File: src/rtl/lcd_nibble_writer.sv
// rtl/lcd_nibble_writer.sv - 4-bit LCD bus transmitter: two E-strobed nibbles per word, then execution wait
module lcd_nibble_writer #(
    parameter int T_SETUP = 2,
    parameter int T_E     = 12,
    parameter int T_HOLD  = 1,
    parameter int T_GAP   = 50,
    parameter int T_SHORT = 2000,
    parameter int T_LONG  = 82000
) (
    input  logic       clk,
    input  logic       reset,
    input  logic [9:0] cmd_data,
    input  logic       cmd_valid,
    output logic       cmd_ready,
    output logic       done,
    output logic       LCD_E,
    output logic       LCD_RS,
    output logic       LCD_RW,
    output logic       SF_D11,
    output logic       SF_D10,
    output logic       SF_D9,
    output logic       SF_D8
);

    typedef enum logic [3:0] {
        S_IDLE,
        S_U_SETUP,
        S_U_EN,
        S_U_HOLD,
        S_GAP,
        S_L_SETUP,
        S_L_EN,
        S_L_HOLD,
        S_WAIT
    } state_t;

    // Counter reload values: a state lasting N cycles counts N-1 down to 0.
    localparam logic [16:0] C_SETUP = 17'(T_SETUP - 1);
    localparam logic [16:0] C_E     = 17'(T_E - 1);
    localparam logic [16:0] C_HOLD  = 17'(T_HOLD - 1);
    localparam logic [16:0] C_GAP   = 17'(T_GAP - 1);
    localparam logic [16:0] C_SHORT = 17'(T_SHORT - 1);
    localparam logic [16:0] C_LONG  = 17'(T_LONG - 1);

    state_t      r_state;
    logic [16:0] r_cnt;
    logic        r_rs;
    logic [7:0]  r_d;
    logic        r_done;

    state_t      w_next_state;
    logic [16:0] w_next_cnt;
    logic        w_accept;
    logic        w_done_next;
    logic        w_expire;
    logic        w_long;
    logic [3:0]  w_nibble;
    logic        w_unused_rw;

    // The RW bit is accepted but meaningless: this block only ever writes.
    assign w_unused_rw = cmd_data[8];
    assign w_expire    = (r_cnt == 17'd0);
    // Clear display and return home need the long execution time.
    assign w_long      = !r_rs && (r_d[7:2] == 6'd0) && (r_d[1:0] != 2'd0);

    always_ff @(posedge clk) begin
        if (!reset) begin
            r_state <= S_IDLE;
            r_cnt   <= 17'd0;
            r_rs    <= 1'b0;
            r_d     <= 8'd0;
            r_done  <= 1'b0;
        end else begin
            r_state <= w_next_state;
            r_cnt   <= w_next_cnt;
            r_done  <= w_done_next;
            if (w_accept) begin
                r_rs <= cmd_data[9];
                r_d  <= cmd_data[7:0];
            end
        end
    end

    always_comb begin
        w_next_state = r_state;
        w_next_cnt   = w_expire ? 17'd0 : (r_cnt - 17'd1);
        w_accept     = 1'b0;
        w_done_next  = 1'b0;
        case (r_state)
            S_IDLE: begin
                if (cmd_valid) begin
                    w_accept     = 1'b1;
                    w_next_state = S_U_SETUP;
                    w_next_cnt   = C_SETUP;
                end
            end
            S_U_SETUP: if (w_expire) begin
                w_next_state = S_U_EN;
                w_next_cnt   = C_E;
            end
            S_U_EN: if (w_expire) begin
                w_next_state = S_U_HOLD;
                w_next_cnt   = C_HOLD;
            end
            S_U_HOLD: if (w_expire) begin
                w_next_state = S_GAP;
                w_next_cnt   = C_GAP;
            end
            S_GAP: if (w_expire) begin
                w_next_state = S_L_SETUP;
                w_next_cnt   = C_SETUP;
            end
            S_L_SETUP: if (w_expire) begin
                w_next_state = S_L_EN;
                w_next_cnt   = C_E;
            end
            S_L_EN: if (w_expire) begin
                w_next_state = S_L_HOLD;
                w_next_cnt   = C_HOLD;
            end
            S_L_HOLD: if (w_expire) begin
                w_next_state = S_WAIT;
                w_next_cnt   = w_long ? C_LONG : C_SHORT;
            end
            S_WAIT: if (w_expire) begin
                w_next_state = S_IDLE;
                w_next_cnt   = 17'd0;
                w_done_next  = 1'b1;
            end
            default: begin
                w_next_state = S_IDLE;
                w_next_cnt   = 17'd0;
            end
        endcase
    end

    always_comb begin
        cmd_ready = (r_state == S_IDLE);
        done      = r_done;
        LCD_RW    = 1'b0;
        LCD_E     = (r_state == S_U_EN) || (r_state == S_L_EN);
        LCD_RS    = 1'b0;
        w_nibble  = 4'b0000;
        case (r_state)
            S_U_SETUP, S_U_EN, S_U_HOLD: begin
                LCD_RS   = r_rs;
                w_nibble = r_d[7:4];
            end
            S_GAP: LCD_RS = r_rs;
            S_L_SETUP, S_L_EN, S_L_HOLD: begin
                LCD_RS   = r_rs;
                w_nibble = r_d[3:0];
            end
            default: begin
                LCD_RS   = 1'b0;
                w_nibble = 4'b0000;
            end
        endcase
        {SF_D11, SF_D10, SF_D9, SF_D8} = w_nibble;
    end

endmodule

File: config.mk
export PLATFORM = sky130hd
export DESIGN_NAME = lcd_nibble_writer
export DESIGN_NICKNAME = d
export VERILOG_FILES = /design/src/rtl/lcd_nibble_writer.sv
export SDC_FILE = /design/constraint.sdc
export NUM_CORES = 1
export LEC_CHECK = 0
export ABC_AREA = 1
export BUFFER_PORTS_ARGS = -buffer_cell sky130_fd_sc_hd__buf_2
export CORE_UTILIZATION = 45
export DETAILED_ROUTE_END_ITERATION = 10
export PLACE_DENSITY = 0.72
export REMOVE_ABC_BUFFERS = 1
export SLEW_MARGIN = 25
export SYNTH_ARGS = -nofsm -noshare
export SYNTH_HDL_FRONTEND = slang
export SYNTH_SLANG_ARGS = --single-unit
File: constraint.sdc
create_clock -name clk -period 1.8 [get_ports clk]
set_input_delay 0.36 -clock clk [delete_from_list [all_inputs] [get_ports clk]]
set_output_delay 0.36 -clock clk [all_outputs]
set_load 0.05 [all_outputs]
==> results.txt, run 1 <==
clock sink count -> 31
Setup CP Type -> flop to output pin
sum of buffers and inverters on the critical path -> 2
Syn Std Cell Area -> 1870 µm²
Cell Pwr Density -> 2050 nW/µm²
Initial Utilization -> 46.7%
Layout area overhead -> 14.3%
Worst R2R Path Depth -> 11
Initial DRT Pass Iterations -> 4
HP Class -> input pin to flop
Post-Synth Adder-Cell Area -> 1.34%
die extent in x -> 66.4 µm
die area -> 4410 µm²
largest family of logic cells by synthesized area -> simple AND/OR/NAND/NOR gates
Synth Area per Inst -> 7.38 µm²
CORE AREA -> 4000 µm²
final WL -> 3570 µm
Worst Setup SP -> r_state[2]
first-pass GRT wire length -> 6130 µm
hold wc startpoint -> cmd_data[9]
I/O pins -> 22
final antenna-violating net count -> 0
post-synthesis compound-gate area fraction -> 10.3%
CP cell instances -> inv_2, nand2_1, and3_1, buf_2
CP Max Fanout -> 4
fmax -> 572 MHz
Cell Count, Final, Fillers Out -> 326
CP Launch Type -> flop
routed len/inst -> 11.0 µm
Tmin final -> 1.75 ns
worst ir drop on vdd -> 0.974 mV
most common cell after layout, fill and taps aside -> nand2_1
period utilization -> 97.1%
Worst-Skew Late Latency -> 0.29 ns
# DRC -> 0
Crit. End Element -> output pin
Final Max Slew Viols -> 0
DP Wirelength -> 2620 µm
Seq cells post-synth -> 31
Iteration-0 DRC Markers -> 52
via/cell ratio -> 4.94
root buf cell -> clkbuf_8
hold-fix buffers at CTS -> 0
CP max stage delay -> 0.39 ns
ys async rst share -> 0%
initial antenna violation count -> 0
layout cells sized above 1 -> 32.2%
Critical Path AT -> 1.39 ns
flop2flop setup slack -> 0.26 ns
pin count of the biggest net entering global routing -> 19
max cap viols -> 0
simple-gate area share of the yosys netlist -> 41.1%
Slowest-stage cell, CP -> dfxtp_1
worst hold path endpoint -> r_rs
multiplexer share of the synthesized area -> 0%
port buffer count -> 19
Layout Skew -> 0.00835 ns
Cell variety after synth -> 34
placer congestion estimate -> 0.847
reg2reg end -> r_cnt[14]
status -> finished, final reports clean
CTS tree -> built
Ys Warns -> 0
Post-synth EDFFs -> 0
delay-heaviest family, CP -> flip-flops
Net count, final -> 290
Total Routing Usage GR -> 18.3%
Final Hold Viols -> 0
Longest Clk Path Bufs -> 2
Inst Count DP -> 318
Worst Hold Depth -> 3
CP Data Required Time -> 1.44 ns
Die H -> 66.4 µm
DR vias -> 1611
Worst-path clk slew -> 0.07 ns
Num CTS Buffers -> 5
H-tree depth -> 2
highest-count cells in the layout ignoring fill and taps -> nand2_1, nor2_1, dfxtp_1
vias in the first global route -> 1430
number of inserted diodes -> 0
Core Rows -> 23
RR Startpoint -> r_cnt[0]
Leak Pwr -> 0.971 nW
Post-CTS Setup Inserts -> 0
number of setup violations in the final report -> 0
xor-xnor portion of the synthesized cell area -> 4.22%
Synth Flop Type -> dfxtp_1
Post-Syn Instances -> 253
GRT overflow -> 0
Hold Worst Slack -> 0.294 ns
Seq/Total Area, Yosys -> 33.2%
Util after Layout -> 53.3%
[state kept, by name (all words and copies together) (netlist names)]
signal   cells
r_cnt       17
r_d          8
r_state      4
done         1
r_rs         1
[worst max-delay path by stage]
stage	to	slack (ns)	depth (start not counted)
5_1_grt	LCD_RS	-0.002	4
4_1_cts	SF_D9	0.02	5
2_1_floorplan	SF_D10	-0.07	4
3_3_place_gp	SF_D8	0.23	5
3_5_place_dp	SF_D9	0.21	5
6_report	LCD_RS	0.05	4
[tightest hold or removal path, cell delays in order]
cell and delay [ns]:
buf_2 0.07, nor2_1 0.03, nor2_1 0.08
[cells by family (layout without fill, tap and decap cells)]
logic type	count (synthesis)	in the layout
buf+inv	39	62
other cells	1	1
fa+ha+maj	2	2
flops	31	31
xor+xnor	9	9
simple gates	139	139
compound gates	32	32
[area by class of cell]
cell class              instances  area (µm²)
well taps                      50        62.6
inverters                      34         134
repair buffers                 20         113
flip-flops and latches         31         626
multi-input cells             183        1080
clock buffers                   6        82.6
clock inverters                 2        35.0
fillers                       400        1870
[per-stage QoR]
step / cell area (µm²) / TNS [ns] / worst slack (ns) / total power, W
6_report: 2130 / 0 / 0.0531 / 0.00437
5_1_grt: 2130 / -0.00163 / -0.00163 / 0.00475
4_1_cts: 2120 / 0 / 0.0198 / 0.00439
3_5_place_dp: 1990 / 0 / 0.209 / 0.00362
3_3_place_gp: 1990 / 0 / 0.226 / 0.00357
2_1_floorplan: 1820 / -0.272 / -0.0681 / 0.00321
[cells in the mapped netlist (4+ instances only)]
library cell  instances  share of area, %
nand2_4               7               4.2
nor2_4                5               3.0
a21oi_1              11               2.9
nand3_2               6               3.2
nor2_2               19               6.4
nand2_2               6               2.0
o21ai_0              10               2.7
o22ai_1               6               2.0
inv_1                26               5.2
nor2_1               29               5.8
nand2_1              44               8.8
dfxtp_1              31                33
xnor2_1               6               2.8
nand3_1              12               3.2
inv_2                 5               1.0
nor3_1                4               1.1
[where the power goes]
group,switching [W],leakage [nW],internal (W)
Clock,0.000284,0.0612,0.000448
Combinational,0.00167,0.655,0.000908
Sequential,0.000163,0.255,0.000896
Total,0.00212,0.971,0.00225
[what timing repair did]
| item | in CTS | in global routing |
|---|---|---|
| endpoints found under the hold margin | 0 | 0 |
| gates cloned | 0 | 0 |
| pin swaps | 0 | 0 |
| setup endpoints to repair | 4 | 5 |
| resized for setup | 6 | 5 |
[per-layer routing]
layer  vias to the layer above  wire length, µm  track usage [%]
met4                         0               51             5.85
li1                        837                -                -
met5                         -                0                0
met2                        26             1650             30.5
met1                       742             1750             22.4
met3                         6              116             5.17
Power figures use the tool's default switching activity.
==> run 2, diff against run 1 <==
--- a/config.mk
+++ b/config.mk
@@ -7,9 +7,11 @@
 export LEC_CHECK = 0
 export ABC_AREA = 1
 export BUFFER_PORTS_ARGS = -buffer_cell sky130_fd_sc_hd__buf_2
-export CORE_UTILIZATION = 45
+export CELL_PAD_IN_SITES_DETAIL_PLACEMENT = 1
+export CELL_PAD_IN_SITES_GLOBAL_PLACEMENT = 2
+export CORE_UTILIZATION = 33
 export DETAILED_ROUTE_END_ITERATION = 10
-export PLACE_DENSITY = 0.72
+export PLACE_DENSITY = 0.87
 export REMOVE_ABC_BUFFERS = 1
 export SLEW_MARGIN = 25
 export SYNTH_ARGS = -nofsm -noshare
==> results.txt, run 2 (synthesized netlist as in run 1, its figures left out) <==
first-pass GRT wire length -> 7460 µm (+22%)
delay-heaviest family, CP -> buffers and inverters
CTS tree -> built
worst ir drop on vdd -> 0.805 mV (-17%)
sum of buffers and inverters on the critical path -> 3 (+1)
Leak Pwr -> 0.956 nW (-1.5%)
Worst-path clk slew -> 0.08 ns (about the same)
Layout area overhead -> 14.4%
HP Class -> input pin to flop
Total Routing Usage GR -> 15.7% (-2.5 points)
Net count, final -> 291 (+0.34%)
status -> finished, final reports clean
Initial Utilization -> 34.1% (-13 points)
Final WS setup -> 0.0534 ns (+0.000295 ns)
CP Launch Type -> flop
fill count -> 732 (+83%)
I/O pins -> 22 (unchanged)
Largest register FFs -> 17 (unchanged)
Top reg by flops -> r_cnt
CP cell instances -> inv_2, nand2_4, inv_1, nand2_2, o22ai_1, buf_4
Initial DRT Pass Iterations -> 3 (-1)
Setup CP Type -> flop to output pin
via/cell ratio -> 4.57 (-7.6%)
setup_tns -> 0 ns (unchanged)
die area -> 5960 µm² (+35%)
final antenna-violating net count -> 0 (unchanged)
Worst-Skew Late Latency -> 0.30 ns (about the same)
# DRC -> 0 (unchanged)
Die H -> 77.2 µm (+16%)
layout cells sized above 1 -> 32.1% (-0.12 points)
Final Hold Viols -> 0 (unchanged)
Iteration-0 DRC Markers -> 25 (-52%)
Num CTS Buffers -> 5 (unchanged)
Longest Clk Path Bufs -> 2 (unchanged)
Tmin final -> 1.75 ns (-0.000295 ns)
clock sink count -> 31 (unchanged)
number of inserted diodes -> 0 (unchanged)
final WL -> 4090 µm (+14%)
period utilization -> 97.0% (about the same)
CP max stage delay -> 0.35 ns (-0.04 ns)
Post-CTS Setup Inserts -> 0 (unchanged)
multi-input logic area -> 1070 µm² (-1.0%)
Cell Pwr Density -> 2010 nW/µm² (-2.2%)
DR vias -> 1594 (-1.1%)
most common cell after layout, fill and taps aside -> nand2_1
Layout Skew -> 0.0100 ns (+0.00170 ns)
placer congestion estimate -> 0.762 (-10%)
Slowest-stage cell, CP -> dfxtp_2
CORE AREA -> 5470 µm² (+37%)
Crit. End Element -> output pin
highest-count cells in the layout ignoring fill and taps -> nand2_1, nor2_1, dfxtp_1
biggest regs -> r_cnt x17, r_d x8, r_state x4
max cap viols -> 0 (unchanged)
CP Max Fanout -> 4 (unchanged)
port buffer count -> 19 (unchanged)
hold-fix buffers at CTS -> 0 (unchanged)
fmax -> 573 MHz (about the same)
Core Rows -> 27 (+17%)
pin count of the biggest net entering global routing -> 19 (unchanged)
GRT overflow -> 0 (unchanged)
pre-CTS WS -> 0.187 ns (-0.0217 ns)
number of setup violations in the final report -> 0 (unchanged)
Final Max Slew Viols -> 0 (unchanged)
H-tree depth -> 2 (unchanged)
root buf cell -> clkbuf_8
CP Data Required Time -> 1.44 ns (about the same)
DP Wirelength -> 3110 µm (+19%)
Register Area -> 627 µm² (+0.20%)
die extent in x -> 77.2 µm (+16%)
Critical Path AT -> 1.39 ns (about the same)
initial antenna violation count -> 0 (unchanged)
routed len/inst -> 11.7 µm (+6.8%)
vias in the first global route -> 1669 (+17%)
run 2: path summary, 6_finish.rpt:
| path | from | depth (start not counted) | slack, ns | to |
|---|---|---|---|---|
| setup / recovery | r_state[2] | 6 | 0.05 | SF_D10 |
| hold / removal | cmd_data[9] | 3 | 0.29 | r_rs |
| setup reg to reg | r_cnt[0] | 9 | 0.19 | r_cnt[9] |
| hold reg to reg | r_d[3] | 2 | 0.48 | r_d[3] |
run 2: per-stage QoR:
| stage | hold slack (ns) | instances | total power [W] | util, % | instance area (µm²) |
|---|---|---|---|---|---|
| 3_5_place_dp | 0.467 | 341 | 0.00371 | 36.9 | 2020 |
| 2_1_floorplan | 0.444 | 248 | 0.00321 | - | 1820 |
| 3_3_place_gp | 0.457 | 341 | 0.00365 | 36.9 | 2020 |
| 5_1_grt | 0.324 | 349 | 0.00475 | 39.0 | 2140 |
| 4_1_cts | 0.282 | 349 | 0.00434 | 38.9 | 2130 |
| 6_report | 0.291 | 349 | 0.00428 | 39.0 | 2140 |
run 2: routing by layer:
layer,routed length [µm],global-route usage [%]
met1,1930,18.9
met2,1890,26.1
met3,169,4.40
met4,96,6.42
met5,0,0
run 2: power by group:
part / total, W / switching, W / internal (W)
clock network: 0.000581 / 0.000305 / 0.000276
logic: 0.00264 / 0.00171 / 0.000931
registers: 0.00106 / 0.000167 / 0.000896
run 2: worst reg2reg max path, stage by stage, from the launching register on:
cell      delay, ns
dfxtp_1        0.32
inv_1          0.12
ha_1           0.18
nand3b_1       0.09
nor2_2         0.13
nand2_4        0.17
nor2_1         0.22
inv_1          0.13
nand2_1        0.10
nor2_2         0.04
run 2: area by class of cell:
| type | count | area share [%] |
|---|---|---|
| Tap cell | 72 | 4.22 |
| Clock inverter | 3 | 1.11 |
| Clock buffer | 5 | 3.22 |
| Multi-Input combinational cell | 183 | 50.1 |
| Sequential cell | 31 | 29.3 |
| Inverter | 34 | 6.27 |
| Timing Repair Buffer | 21 | 5.74 |
run 2: repair_timing:
item                       4_1_cts  5_1_grt
gates resized for setup          7        4
cloned                           0        0
setup endpoints to repair        5        6
pin swaps                        0        1
